**config.mk**
```make
export PLATFORM = sky130hd
export DESIGN_NAME = punc_control_flat
export DESIGN_NICKNAME = d
export VERILOG_FILES = /design/src/rtl/punc_control_pkg.sv /design/src/rtl/punc_control_if.sv /design/src/rtl/punc_control_imm_gen.sv /design/src/rtl/punc_control.sv /design/src/flat_wrapper.sv
export SDC_FILE = /design/constraint.sdc
export NUM_CORES = 1
export LEC_CHECK = 0
export CAP_MARGIN = 30
export CORE_ASPECT_RATIO = 0.8
export CORE_UTILIZATION = 37
export CTS_BUF_LIST = sky130_fd_sc_hd__clkbuf_16
export DETAILED_ROUTE_END_ITERATION = 8
export PLACE_DENSITY_LB_ADDON = 0.25
export RECOVER_POWER = 25
export SYNTH_ARGS = -nofsm -noshare
export SYNTH_HDL_FRONTEND = slang
export SYNTH_SLANG_ARGS = --single-unit
```
**constraint.sdc**
```tcl
create_clock -name clk -period 4.2 [get_ports clk]
set_input_delay 0.84 -clock clk [delete_from_list [all_inputs] [get_ports clk]]
set_output_delay 0.84 -clock clk [all_outputs]
set_load 0.05 [all_outputs]
```
**src/rtl/punc_control_pkg.sv**
```systemverilog
// Shared opcode, state and datapath select encodings for the PUnC controller and datapath.
package punc_control_pkg;

    typedef enum logic [3:0] {
        OP_BR   = 4'b0000, OP_ADD = 4'b0001, OP_LD  = 4'b0010, OP_ST   = 4'b0011,
        OP_JSR  = 4'b0100, OP_AND = 4'b0101, OP_LDR = 4'b0110, OP_STR  = 4'b0111,
        OP_RTI  = 4'b1000, OP_NOT = 4'b1001, OP_LDI = 4'b1010, OP_STI  = 4'b1011,
        OP_JMP  = 4'b1100, OP_RES = 4'b1101, OP_LEA = 4'b1110, OP_TRAP = 4'b1111
    } opcode_e;

    typedef enum logic [2:0] {
        ST_INIT, ST_FETCH, ST_DECODE, ST_EXEC1, ST_EXEC2, ST_EXEC3, ST_HALT
    } state_e;

    localparam logic [1:0] ADDR_PC    = 2'b00;
    localparam logic [1:0] ADDR_ALU   = 2'b01;
    localparam logic [1:0] ADDR_STORE = 2'b10;

    localparam logic [1:0] RF_W_PC  = 2'b00;
    localparam logic [1:0] RF_W_MEM = 2'b01;
    localparam logic [1:0] RF_W_ALU = 2'b10;

    localparam logic [1:0] ALU_ADD    = 2'b00;
    localparam logic [1:0] ALU_AND    = 2'b01;
    localparam logic [1:0] ALU_PASS_A = 2'b10;
    localparam logic [1:0] ALU_NOT    = 2'b11;

    localparam logic A_PC   = 1'b0;
    localparam logic A_RF0  = 1'b1;
    localparam logic B_RF1  = 1'b0;
    localparam logic B_SEXT = 1'b1;

    localparam logic NZP_ALU = 1'b0;
    localparam logic NZP_RF0 = 1'b1;

    // PC source: adder (PC + offset) or ALU; the adder picks off11 (0) or off9 (1).
    localparam logic PC_DATA_ADD  = 1'b0;
    localparam logic PC_DATA_ALU  = 1'b1;
    localparam logic PC_ADD_OFF11 = 1'b0;
    localparam logic PC_ADD_OFF9  = 1'b1;

    function automatic logic br_taken(input logic [2:0] mask, input logic n, input logic z,
                                      input logic p);
        return (mask[2] & n) | (mask[1] & z) | (mask[0] & p);
    endfunction

endpackage

```
**src/rtl/punc_control_if.sv**
```systemverilog
// Control/status bundle between the PUnC controller (master) and its datapath (slave).
interface punc_control_if;
    logic [15:0] ir;
    logic        n_flag, z_flag, p_flag;
    logic        PC_data_sel, PC_add_sel, PC_ld, PC_clr, PC_inc, IR_ld;
    logic [1:0]  addr_MEM_sel;
    logic        w_en_MEM;
    logic [1:0]  w_RF_sel;
    logic [2:0]  r_addr_0_RF, r_addr_1_RF, w_addr_RF;
    logic        w_en_RF;
    logic [15:0] sext_data;
    logic        A_sel, B_sel;
    logic [1:0]  ALU_sel;
    logic        NZP_sel, N_ld, Z_ld, P_ld;
    logic        store_ld;
    logic        halted;

    modport master (
        input  ir, n_flag, z_flag, p_flag,
        output PC_data_sel, PC_add_sel, PC_ld, PC_clr, PC_inc, IR_ld, addr_MEM_sel, w_en_MEM,
               w_RF_sel, r_addr_0_RF, r_addr_1_RF, w_addr_RF, w_en_RF, sext_data, A_sel, B_sel,
               ALU_sel, NZP_sel, N_ld, Z_ld, P_ld, store_ld, halted
    );

    modport slave (
        output ir, n_flag, z_flag, p_flag,
        input  PC_data_sel, PC_add_sel, PC_ld, PC_clr, PC_inc, IR_ld, addr_MEM_sel, w_en_MEM,
               w_RF_sel, r_addr_0_RF, r_addr_1_RF, w_addr_RF, w_en_RF, sext_data, A_sel, B_sel,
               ALU_sel, NZP_sel, N_ld, Z_ld, P_ld, store_ld, halted
    );
endinterface

```
**src/rtl/punc_control_imm_gen.sv**
```systemverilog
// Sign-extends the immediate field the current opcode uses (imm5/off6/off9/off11) to 16 bits.
module punc_imm_gen
    import punc_control_pkg::*;
(
    input  opcode_e     opcode_i,
    input  logic [10:0] field_i,
    output logic [15:0] sext_o
);

    always_comb begin
        sext_o = '0;
        case (opcode_i)
            OP_ADD, OP_AND: sext_o = {{11{field_i[4]}}, field_i[4:0]};
            OP_LDR, OP_STR: sext_o = {{10{field_i[5]}}, field_i[5:0]};
            OP_BR, OP_LD, OP_ST, OP_LDI, OP_STI, OP_LEA:
                            sext_o = {{7{field_i[8]}}, field_i[8:0]};
            OP_JSR:         sext_o = {{5{field_i[10]}}, field_i};
            default:        sext_o = '0;
        endcase
    end

endmodule

```
**src/rtl/punc_control.sv**
```systemverilog
// Multi-cycle LC3 control FSM: fetch, decode and sequence each instruction over the PUnC datapath.
module punc_control
    import punc_control_pkg::*;
#(
    parameter logic [2:0] LINK_REG      = 3'd7,
    parameter bit         ILLEGAL_HALTS = 1'b0
) (
    input  logic           clk,
    input  logic           rst,
    punc_control_if.master bus
);

    state_e     state_q, state_d;
    opcode_e    op;
    logic [2:0] dr, sr1;

    assign op  = opcode_e'(bus.ir[15:12]);
    assign dr  = bus.ir[11:9];
    assign sr1 = bus.ir[8:6];

    punc_imm_gen u_imm_gen (
        .opcode_i (op),
        .field_i  (bus.ir[10:0]),
        .sext_o   (bus.sext_data)
    );

    always_ff @(posedge clk or posedge rst) begin
        if (rst) state_q <= ST_INIT;
        else     state_q <= state_d;
    end

    always_comb begin
        state_d          = state_q;
        bus.PC_data_sel  = PC_DATA_ADD;
        bus.PC_add_sel   = PC_ADD_OFF11;
        bus.PC_ld        = 1'b0;
        bus.PC_clr       = 1'b0;
        bus.PC_inc       = 1'b0;
        bus.IR_ld        = 1'b0;
        bus.addr_MEM_sel = ADDR_PC;
        bus.w_en_MEM     = 1'b0;
        bus.w_RF_sel     = RF_W_PC;
        bus.r_addr_0_RF  = 3'd0;
        bus.r_addr_1_RF  = 3'd0;
        bus.w_addr_RF    = 3'd0;
        bus.w_en_RF      = 1'b0;
        bus.A_sel        = A_PC;
        bus.B_sel        = B_RF1;
        bus.ALU_sel      = ALU_ADD;
        bus.NZP_sel      = NZP_ALU;
        bus.N_ld         = 1'b0;
        bus.Z_ld         = 1'b0;
        bus.P_ld         = 1'b0;
        bus.store_ld     = 1'b0;
        bus.halted       = 1'b0;

        case (state_q)
            ST_INIT: begin
                bus.PC_clr = 1'b1;
                state_d    = ST_FETCH;
            end
            ST_FETCH: begin
                bus.IR_ld = 1'b1;
                state_d   = ST_DECODE;
            end
            ST_DECODE: begin
                bus.PC_inc = 1'b1;
                state_d    = ST_EXEC1;
            end
            // PC already points at the next instruction here.
            ST_EXEC1: begin
                state_d = ST_FETCH;
                case (op)
                    OP_ADD, OP_AND, OP_NOT: begin
                        bus.r_addr_0_RF = sr1;
                        bus.A_sel       = A_RF0;
                        if (op == OP_NOT) begin
                            bus.ALU_sel = ALU_NOT;
                        end else begin
                            bus.ALU_sel     = (op == OP_AND) ? ALU_AND : ALU_ADD;
                            bus.B_sel       = bus.ir[5] ? B_SEXT : B_RF1;
                            bus.r_addr_1_RF = bus.ir[2:0];
                        end
                        bus.w_RF_sel  = RF_W_ALU;
                        bus.w_addr_RF = dr;
                        bus.w_en_RF   = 1'b1;
                        bus.N_ld      = 1'b1;
                        bus.Z_ld      = 1'b1;
                        bus.P_ld      = 1'b1;
                    end
                    OP_BR: begin
                        bus.PC_add_sel = PC_ADD_OFF9;
                        bus.PC_ld      = br_taken(bus.ir[11:9], bus.n_flag, bus.z_flag, bus.p_flag);
                    end
                    OP_JMP: begin
                        bus.r_addr_0_RF = sr1;
                        bus.A_sel       = A_RF0;
                        bus.ALU_sel     = ALU_PASS_A;
                        bus.PC_data_sel = PC_DATA_ALU;
                        bus.PC_ld       = 1'b1;
                    end
                    // Link write and PC load share the cycle; JSRR R7 reads the old R7.
                    OP_JSR: begin
                        bus.w_RF_sel  = RF_W_PC;
                        bus.w_addr_RF = LINK_REG;
                        bus.w_en_RF   = 1'b1;
                        bus.PC_ld     = 1'b1;
                        if (bus.ir[11]) begin
                            bus.PC_add_sel  = PC_ADD_OFF11;
                        end else begin
                            bus.r_addr_0_RF = sr1;
                            bus.A_sel       = A_RF0;
                            bus.ALU_sel     = ALU_PASS_A;
                            bus.PC_data_sel = PC_DATA_ALU;
                        end
                    end
                    OP_LD, OP_LDR, OP_ST, OP_STR, OP_LEA, OP_LDI, OP_STI: begin
                        bus.r_addr_0_RF  = sr1;
                        bus.A_sel        = (op == OP_LDR || op == OP_STR) ? A_RF0 : A_PC;
                        bus.B_sel        = B_SEXT;
                        bus.ALU_sel      = ALU_ADD;
                        bus.addr_MEM_sel = ADDR_ALU;
                        bus.w_addr_RF    = dr;
                        bus.r_addr_1_RF  = dr;
                        if (op == OP_LD || op == OP_LDR) begin
                            bus.w_RF_sel = RF_W_MEM;
                            bus.w_en_RF  = 1'b1;
                            state_d      = ST_EXEC3;
                        end else if (op == OP_LEA) begin
                            bus.w_RF_sel = RF_W_ALU;
                            bus.w_en_RF  = 1'b1;
                        end else if (op == OP_ST || op == OP_STR) begin
                            bus.w_en_MEM = 1'b1;
                        end else begin
                            bus.store_ld = 1'b1;
                            state_d      = ST_EXEC2;
                        end
                    end
                    OP_TRAP:        state_d = ST_HALT;
                    OP_RTI, OP_RES: state_d = ILLEGAL_HALTS ? ST_HALT : ST_FETCH;
                    default:        state_d = ST_FETCH;
                endcase
            end
            ST_EXEC2: begin
                bus.addr_MEM_sel = ADDR_STORE;
                if (op == OP_LDI) begin
                    bus.w_RF_sel  = RF_W_MEM;
                    bus.w_addr_RF = dr;
                    bus.w_en_RF   = 1'b1;
                    state_d       = ST_EXEC3;
                end else begin
                    bus.r_addr_1_RF = dr;
                    bus.w_en_MEM    = 1'b1;
                    state_d         = ST_FETCH;
                end
            end
            ST_EXEC3: begin
                bus.r_addr_0_RF = dr;
                bus.NZP_sel     = NZP_RF0;
                bus.N_ld        = 1'b1;
                bus.Z_ld        = 1'b1;
                bus.P_ld        = 1'b1;
                state_d         = ST_FETCH;
            end
            ST_HALT: begin
                bus.halted = 1'b1;
                state_d    = ST_HALT;
            end
            default: state_d = ST_INIT;
        endcase
    end

endmodule

```
**src/flat_wrapper.sv**
```systemverilog
// flat-port wrapper written by rule: the top's interface ports become plain ports
module punc_control_flat import punc_control_pkg::*;
#(
    parameter logic [2:0] LINK_REG      = 3'd7,
    parameter bit         ILLEGAL_HALTS = 1'b0
)
  (clk, rst, bus_ir, bus_n_flag, bus_z_flag, bus_p_flag, bus_PC_data_sel, bus_PC_add_sel, bus_PC_ld, bus_PC_clr, bus_PC_inc, bus_IR_ld, bus_addr_MEM_sel, bus_w_en_MEM, bus_w_RF_sel, bus_r_addr_0_RF, bus_r_addr_1_RF, bus_w_addr_RF, bus_w_en_RF, bus_sext_data, bus_A_sel, bus_B_sel, bus_ALU_sel, bus_NZP_sel, bus_N_ld, bus_Z_ld, bus_P_ld, bus_store_ld, bus_halted);
  punc_control_if bus_i ();
  input  logic clk;
  input  logic rst;
  input wire logic [$bits(bus_i.ir)-1:0] bus_ir;
  input wire logic [$bits(bus_i.n_flag)-1:0] bus_n_flag;
  input wire logic [$bits(bus_i.z_flag)-1:0] bus_z_flag;
  input wire logic [$bits(bus_i.p_flag)-1:0] bus_p_flag;
  output wire logic [$bits(bus_i.PC_data_sel)-1:0] bus_PC_data_sel;
  output wire logic [$bits(bus_i.PC_add_sel)-1:0] bus_PC_add_sel;
  output wire logic [$bits(bus_i.PC_ld)-1:0] bus_PC_ld;
  output wire logic [$bits(bus_i.PC_clr)-1:0] bus_PC_clr;
  output wire logic [$bits(bus_i.PC_inc)-1:0] bus_PC_inc;
  output wire logic [$bits(bus_i.IR_ld)-1:0] bus_IR_ld;
  output wire logic [$bits(bus_i.addr_MEM_sel)-1:0] bus_addr_MEM_sel;
  output wire logic [$bits(bus_i.w_en_MEM)-1:0] bus_w_en_MEM;
  output wire logic [$bits(bus_i.w_RF_sel)-1:0] bus_w_RF_sel;
  output wire logic [$bits(bus_i.r_addr_0_RF)-1:0] bus_r_addr_0_RF;
  output wire logic [$bits(bus_i.r_addr_1_RF)-1:0] bus_r_addr_1_RF;
  output wire logic [$bits(bus_i.w_addr_RF)-1:0] bus_w_addr_RF;
  output wire logic [$bits(bus_i.w_en_RF)-1:0] bus_w_en_RF;
  output wire logic [$bits(bus_i.sext_data)-1:0] bus_sext_data;
  output wire logic [$bits(bus_i.A_sel)-1:0] bus_A_sel;
  output wire logic [$bits(bus_i.B_sel)-1:0] bus_B_sel;
  output wire logic [$bits(bus_i.ALU_sel)-1:0] bus_ALU_sel;
  output wire logic [$bits(bus_i.NZP_sel)-1:0] bus_NZP_sel;
  output wire logic [$bits(bus_i.N_ld)-1:0] bus_N_ld;
  output wire logic [$bits(bus_i.Z_ld)-1:0] bus_Z_ld;
  output wire logic [$bits(bus_i.P_ld)-1:0] bus_P_ld;
  output wire logic [$bits(bus_i.store_ld)-1:0] bus_store_ld;
  output wire logic [$bits(bus_i.halted)-1:0] bus_halted;
  assign bus_i.ir = bus_ir;
  assign bus_i.n_flag = bus_n_flag;
  assign bus_i.z_flag = bus_z_flag;
  assign bus_i.p_flag = bus_p_flag;
  assign bus_PC_data_sel = bus_i.PC_data_sel;
  assign bus_PC_add_sel = bus_i.PC_add_sel;
  assign bus_PC_ld = bus_i.PC_ld;
  assign bus_PC_clr = bus_i.PC_clr;
  assign bus_PC_inc = bus_i.PC_inc;
  assign bus_IR_ld = bus_i.IR_ld;
  assign bus_addr_MEM_sel = bus_i.addr_MEM_sel;
  assign bus_w_en_MEM = bus_i.w_en_MEM;
  assign bus_w_RF_sel = bus_i.w_RF_sel;
  assign bus_r_addr_0_RF = bus_i.r_addr_0_RF;
  assign bus_r_addr_1_RF = bus_i.r_addr_1_RF;
  assign bus_w_addr_RF = bus_i.w_addr_RF;
  assign bus_w_en_RF = bus_i.w_en_RF;
  assign bus_sext_data = bus_i.sext_data;
  assign bus_A_sel = bus_i.A_sel;
  assign bus_B_sel = bus_i.B_sel;
  assign bus_ALU_sel = bus_i.ALU_sel;
  assign bus_NZP_sel = bus_i.NZP_sel;
  assign bus_N_ld = bus_i.N_ld;
  assign bus_Z_ld = bus_i.Z_ld;
  assign bus_P_ld = bus_i.P_ld;
  assign bus_store_ld = bus_i.store_ld;
  assign bus_halted = bus_i.halted;
  punc_control #(.LINK_REG(LINK_REG), .ILLEGAL_HALTS(ILLEGAL_HALTS)) u_core (.clk(clk), .rst(rst), .bus(bus_i));
endmodule
```
# After elaboration in Yosys (flattened, before gate mapping)
# Index checks and enable logic that the tools add are counted.
# op_classes
eq_ne,19
reduce_logical,16
n_mux,66
bitwise_logic,5
# ops
operator,count
$pmux 16 s4,1
$pmux 3 s2,7
$mux 1,32
$eq 4x4->1 const B,6
$mux 3,8
$pmux 3 s6,1
$eq 4x3->1 const B,4
$pmux 1 s2,7
$pmux 2 s2,3
$reduce_or 11->1,1
$mux 2,5
$reduce_or 10->1,1
$eq 3x3->1 const B,3
$eq 4x2->1 const B,2
$reduce_or 2->1,4
$reduce_or 4->1,2
$reduce_or 7->1,1
$eq 3x2->1 const B,2
$pmux 2 s3,1
$reduce_or 6->1,1
$eq 4x1->1 const B,1
$logic_not 4->1,1
$and 1x1->1,3
$eq 3x1->1 const B,1
5 further kinds,8
# totals
input_bits,21
word_cells,107
ff_bits,3
output_inout_bits,47

# Logic depth before layout (Yosys ltp)
# Gate-level depths: netlist (run 1).
# logic_depth
depth_word,7
ltp_mapped,6
mapped_depth_nobuf,4

# By module
# From an unflattened synthesis (run 1), not the netlist that was laid out.
# unflattened
hier_cells,147
area_unflattened_um2,1002.2
# by_module_without_submodules
mod,n_inst,seq_area_each_um2,area_each_um2,cells_per_inst
punc_control,1,75.1,762.0,108
punc_imm_gen,1,0.0,240.2,39

# Least setup slack after synthesis (run 1)
# OpenSTA, ideal clock, no wires.
# synth_timing
path_kind,input -> output
from,input bus_ir[12]
to,output bus_PC_add_sel
arrival_time_ns,2.715
t_required_ns,3.360
path_slack_ns,0.645
cell_stages,3
path_buffers,2
cell_sequence,buf_2 -> buf_2 -> nor4_1
# synth_between
elab_chain_cells,3
# synth_rtl
item,line,source
start: declaration,flat_wrapper.sv:11,input wire logic [$bits(bus_i.ir)-1:0] bus_ir;
$logic_not 4->1,punc_control.sv:73,case (op)
$mux 1,n/a,
$mux 1,punc_control.sv:57,case (state_q)
end: declaration,flat_wrapper.sv:16,output wire logic [$bits(bus_i.PC_add_sel)-1:0] bus_PC_add_sel;
# Every way passes these cells.

# Worst setup path in the final report (run 1)
# layout_timing
from,input bus_ir[12]
to,output bus_sext_data[14]
# layout_between
elab_chain_cells,3
word_cells_on_any_way,15
cone_classes,10 x eq/ne; 1 x mux; 4 x reduce/logical
# layout_rtl
item,line,source
$eq 4x4->1 (tied with other cells),punc_control_imm_gen.sv:12,case (opcode_i)
$reduce_or 6->1 / $reduce_or 2->1 (equally long branches),punc_control_imm_gen.sv:12,
$pmux 16 s4 (*),punc_control_imm_gen.sv:12,
end: declaration,flat_wrapper.sv:28,output wire logic [$bits(bus_i.sext_data)-1:0] bus_sext_data;
# Every way passes the cells marked *; elsewhere a longest branch is shown, timed or not.

==> results of run 1 <==
-- placed cells by master (no fill, tap or decap), drive strengths merged --
master	n
o211a	1
nor2	5
or3b	1
nand3b	3
a21o	6
nand2	15
and2	5
a31o	1
and3	3
nand3	1
a21oi	13
a211oi	1
mux2	1
and3b	1
or2	1
buf	41
nand2b	7
nor3	6
o21ai	8
clkdlybuf4s50	21
dfrtp	3
a222oi	1
clkbuf	3
or3	1
nand4	1
nor4	3
dlygate4sd3	8
inv	5
a21boi	1
nor3b	3
a221oi	1
a22o	6
o21a	3
nor2b	1
o22ai	1
-- power groups by stage --
stage               combinational [uW]  clock (uW)  sequential (uW)
global placement                   695           0             77.3
floorplan                          523           0             44.9
CTS                                712         151             80.3
global route                       736         155             85.9
finish                             707         152             81.0
detailed placement                 706           0             79.2
-- routing by layer --
| metal | wire (um) | vias to the layer above |
|---|---|---|
| met5 | 0 | - |
| met4 | 60 | 0 |
| met3 | 216 | 8 |
| met2 | 1700 | 66 |
| met1 | 1450 | 572 |
| li1 | - | 562 |
-- cell type report --
class | instances | area [sq um] | area share [%]
Timing Repair Buffer | 70 | 748 | 45.6
Multi-Input combinational cell | 101 | 692 | 42.2
Sequential cell | 3 | 75.1 | 4.58
Clock buffer | 3 | 75.1 | 4.58
Tap cell | 25 | 31.3 | 1.91
Inverter | 4 | 15.0 | 0.915
Clock inverter | 1 | 3.75 | 0.229
-- cell families (layout without fill, tap and decap cells) --
family                 count (synthesis)  after routing  share of synthesized area (%)
AO/OA/AOI/OAI                         43             43                           33.9
AND/OR/NAND/NOR                       57             57                           41.3
multiplexers                           1              1                           1.24
flip-flops                             3              3                           8.26
buffers and inverters                 21             78                           15.3
-- worst register-to-register path: stages (launching register included) --
cell	delay [ns]
dfrtp_1	0.52
and3b_4	0.30
nand2_4	0.09
a211oi_2	0.05
or3b_1	0.36
-- stage by stage --
stage                     std cells  hold WS [ns]  power, uW  worst slack, ns  utilization, %
final                           207         0.645        940            0.272            73.4
after global routing            207         0.687        977           0.0980            73.4
after CTS                       207         0.648        944            0.302            73.6
after detailed placement        203         0.619        785            0.398            70.0
after global placement          203         0.598        773            0.475            70.0
after floorplan                 125         0.534        568            0.645               -
-- worst max-delay path by stage --
stage | start | to | slack, ns | cells after the start
floorplan | bus_ir[12] | bus_PC_add_sel | 0.64 | 3
global placement | bus_ir[15] | bus_store_ld | 0.47 | 4
detailed placement | bus_ir[12] | bus_sext_data[14] | 0.40 | 7
CTS | bus_ir[12] | bus_sext_data[14] | 0.30 | 7
global route | bus_ir[12] | bus_sext_data[14] | 0.1 | 7
finish | bus_ir[12] | bus_sext_data[14] | 0.27 | 7
==> flow_summary.ini, run 1 <==
[sta]
hold_violations = 0
setup_violations = 0
drv_slew = 0
skew_ns = 0.00391
period_share_pct = 93.5
setup-tns-final_ns = 0
slew_headroom_pct = 62.5
fmax_mhz = 255
fin_crit_ns = 3.93
tightestPinTransition_ns = 0.561
rsz0062_at_grt = false

[clock_tree]
htreeDepth = 1
clockBufferDepth = 2
cts-root-buf = clkbuf_16
insertion_delay_ns = 0.23
post_cts_buffers = 0
cts_hold_buf = 0
cts_resized = 0
clkTransAtPathRegs_ns = 0.03
cts_tree = built
cts.sink_count = 3
numCtsBuffers = 3

[finish]
largestRegisters = u_core.state_q (3)
area_delta_synth_final_pct = 80.6
regMostFlops = u_core.state_q
nets = 204
drive_gt1_share_pct = 33.5
diodes = 0
largest_register_ffs = 3
final_area_sq_um = 1640
filler_cell_count = 169

[yosys]
synth_commonest_cells = nand2_1, a21oi_1, buf_4
yosysTopAreaCellShare_pct = 9.09
synth_warnings = 0
yosys-top-cells-area = buf_4, dfrtp_1, a21oi_1, a22o_1, nand2_1
synth-seq-cells = 3
synthCells = 125
avgSynthCellArea_sq_um = 7.27
yosysUniqueCellTypes = 47
synthMostInstantiatedCell = nand2_1
synth_top_cell_by_area = buf_4
synthArstFlopShare_pct = 100
seq_area_frac_synth_pct = 8.26
yosys_most_used_dff = dfrtp_1
synth-edff-count = 0
synth.cell_area_sq_um = 908
synth_nets = 146

[min_path]
holdPathEnd = u_core.state_q[0]
min_path_cells = 1
hold_class = reg2reg
min_from = u_core.state_q[2]

[floorplanning]
start_util_pct = 40.7
top_level_ports = 68
coreArea_sq_um = 2230
die_h_um = 46.3
die_area_sq_um = 2660
die_w_um = 57.4
fp-row-count = 15

[placed_design]
placedInstanceArea_sq_um = 1560
gp_congestion = 0.866
hpwlAfterDp_um = 2640
numPortBuffers = 67

[power]
clock_power_share_pct = 16.2
swShare_pct = 55.8
power_frac_comb_pct = 75.2
p_per_area_nw_per_um2 = 573
power.switching_uw = 524
p_seq_share_pct = 8.6
vdd_drop_max_uv = 316
leakage_uw = 0.000786
p_int_uw = 416

[worst_setup_path]
slowest_delay_ns = 0.73
path_cells = clkdlybuf4s50_1 > buf_4 > nand2b_1 > a21boi_1 > o21ai_0 > nand2_1 > buf_12
cp_max_fo = 11
crit_buf_inv = 3
cp.required_ns = 3.36
rr_startpoint = u_core.state_q[0]
path_delay_family = buffers and inverters
crit_path_start_kind = primary input
arrival_ns = 3.09
path_class = in2out
r2r.worst_path.cells = 4
r2r_setup_slack_ns = 2.75
cp-end-kind = primary output
rr_endpoint = u_core.state_q[2]
slowest_stage = clkdlybuf4s50_1

[run_status]
violations = design-rule violations
outcome = finished with violations

[flow_run]
drv_cap = 0

[route]
wl_um = 3430
drt_iter0_markers = 54
dr.pass1.iters = 6
antenna_left = 0
vias_per_cell = 5.84
num_vias = 1208
drc = 3
wl_per_cell_um = 16.6

[global_route]
met2_usage_pct = 45.8
use_met1_pct = 33.1
globalRouteTotalUtil_pct = 26.0
grt_pass1_vias = 1108
grt_overflow_total = 0
gr-max-usage-layer = met2
grt_pass1_wl_um = 5300
antenna_found_initial = 0
grtUsageMet3_pct = 2.81
grt_start_max_net_pins = 16
Note: power is estimated with default switching activity, not from simulation.
==> inputs of run 2 (changes only) <==
- CTS_CLUSTER_DIAMETER: not set -> 100
- clock period: 4.2 -> 5.1 ns (I/O delays scaled with it)
==> run 2 against run 1 <==
The flow still finishes with violations (design-rule violations). Register-to-register slack better by 0.93 ns. Highest routed layer unchanged. Global-route usage down 2.8 points. Combinational power down 23%. Sequential share of layout area up 0.18 points. Via count down 4.9%. Sequential power down 19%. Clock power down 18%.
==> flow_summary.ini, run 2 (synthesized netlist as in run 1, its figures left out) <==
[run_status]
outcome = finished with violations
violations = design-rule violations

[clock_tree]
clkTransAtPathRegs_ns = 0.03
insertion_delay_ns = 0.23
post_cts_buffers = 0
cts_tree = built
clockBufferDepth = 2
cts.sink_count = 3
cts-root-buf = clkbuf_16
cts_resized = 0
cts_hold_buf = 0
htreeDepth = 1
numCtsBuffers = 3

[worst_setup_path]
slowest_stage = dlygate4sd3_1
rr_endpoint = u_core.state_q[2]
cp.required_ns = 4.08
path_class = in2out
cp-end-kind = primary output
rr_startpoint = u_core.state_q[0]
crit_start = bus_ir[13]
r2r.worst_path.cells = 4
r2r_setup_slack_ns = 3.68
path_cells = dlygate4sd3_1 > nand2b_1 > a31o_1 > nand2_1 > o21a_1 > clkdlybuf4s50_1
slowest_delay_ns = 0.91
crit_path_start_kind = primary input
arrival_ns = 3.48
cp_max_fo = 16

[flow_run]
drv_cap = 0

[floorplanning]
die_w_um = 57.4
fp-row-count = 15
start_util_pct = 40.7
top_level_ports = 68
coreArea_sq_um = 2230
die_h_um = 46.3
die_area_sq_um = 2660

[finish]
diodes = 0
final_common_cell = clkdlybuf4s50_1
area_delta_synth_final_pct = 73.7
final_area_sq_um = 1580
largestRegisters = u_core.state_q (3)
regMostFlops = u_core.state_q
nets = 203
final_cell_mix = clkdlybuf4s50_1, nand2_1, a21oi_1
largest_register_ffs = 3
drive_gt1_share_pct = 12.2

[placed_design]
dpl_worst_slack_ns = 0.677
numPortBuffers = 67
placedInstanceArea_sq_um = 1500
hpwlAfterDp_um = 2410
gp_congestion = 0.855

[route]
vias_per_cell = 5.58
num_vias = 1149
dr.pass1.iters = 6
wl_per_cell_um = 15.1
wl_um = 3120
drt_iter0_markers = 31
antenna_left = 0
drc = 3

[global_route]
grt_overflow_total = 0
antenna_found_initial = 0
grt_start_max_net_pins = 17
grt_pass1_vias = 1010
globalRouteTotalUtil_pct = 23.3
grt_pass1_wl_um = 4700

[sta]
fmax_mhz = 222
fin_crit_ns = 4.50
rsz0062_at_grt = false
skew_ns = 0.00193
slew_headroom_pct = 60.5
whs_ns = 0.637
drv_slew = 0
setup_violations = 0
tightestPinTransition_ns = 0.590
setup-tns-final_ns = 0
period_share_pct = 88.3
hold_violations = 0
fin_ws_ns = 0.597

[power]
p_seq_share_pct = 9.0
clock_power_share_pct = 16.9
p_int_uw = 320
power.total_uw = 732
leakage_uw = 0.000678
power_frac_comb_pct = 74.1
p_per_area_nw_per_um2 = 464
vdd_drop_max_uv = 322
swShare_pct = 56.3
power.switching_uw = 412

[min_path]
min_path_cells = 1
holdPathEnd = u_core.state_q[0]
min_from = u_core.state_q[2]
hold_class = reg2reg
-- run 2: changes by cell type in the layout (fill, tap and decap cells not counted) --
| cell | change |
|---|---|
| buf_4 | -27 |
| dlygate4sd3_1 | +1 |
| buf_12 | -12 |
| clkdlybuf4s50_1 | +37 |
-- run 2: routing by layer --
| metal | up-vias | track usage [%] | routed length (um) |
|---|---|---|---|
| li1 | 557 | - | - |
| met1 | 548 | 29.7 | 1370 |
| met2 | 39 | 40.2 | 1560 |
| met3 | 5 | 3.65 | 151 |
| met4 | 0 | 8.29 | 31 |
| met5 | - | 0 | 0 |
-- run 2: cell type report --
| class | count | area, sq um |
|---|---|---|
| Inverter | 4 | 15.0 |
| Clock buffer | 3 | 75.1 |
| Tap cell | 25 | 31.3 |
| Fill cell | 192 | 656 |
| Clock inverter | 1 | 3.75 |
| Sequential cell | 3 | 75.1 |
| Timing Repair Buffer | 69 | 686 |
| Multi-Input combinational cell | 101 | 692 |
-- run 2: worst max-delay path by stage --
stage / slack, ns / end / cells past startpoint
after global routing: 0.45 / bus_sext_data[10] / 6
after CTS: 0.68 / bus_sext_data[12] / 6
after floorplan: 1.18 / bus_PC_add_sel / 3
final: 0.60 / bus_w_addr_RF[2] / 6
after detailed placement: 0.68 / bus_sext_data[12] / 6
after global placement: 0.72 / bus_sext_data[11] / 6
-- run 2: stage by stage --
stage          instances  util [%]
6_report             206      70.6
5_1_grt              206      70.6
4_1_cts              206      70.8
3_5_place_dp         202      67.2
3_3_place_gp         202      67.2
2_1_floorplan        125         -
-- run 2: critical path: cells and delay by family --
family / cells / cell delay, ns
buffers and inverters: 2 / 1.71
AO/OA/AOI/OAI: 2 / 0.39
AND/OR/NAND/NOR: 2 / 0.35
-- run 2: power groups by stage --
stage,clock (uW),combinational (uW),sequential [uW]
global placement,0,540,64.5
CTS,125,549,65.6
finish,124,543,65.8
floorplan,0,430,37.0
detailed placement,0,545,65.9
global route,128,568,69.5
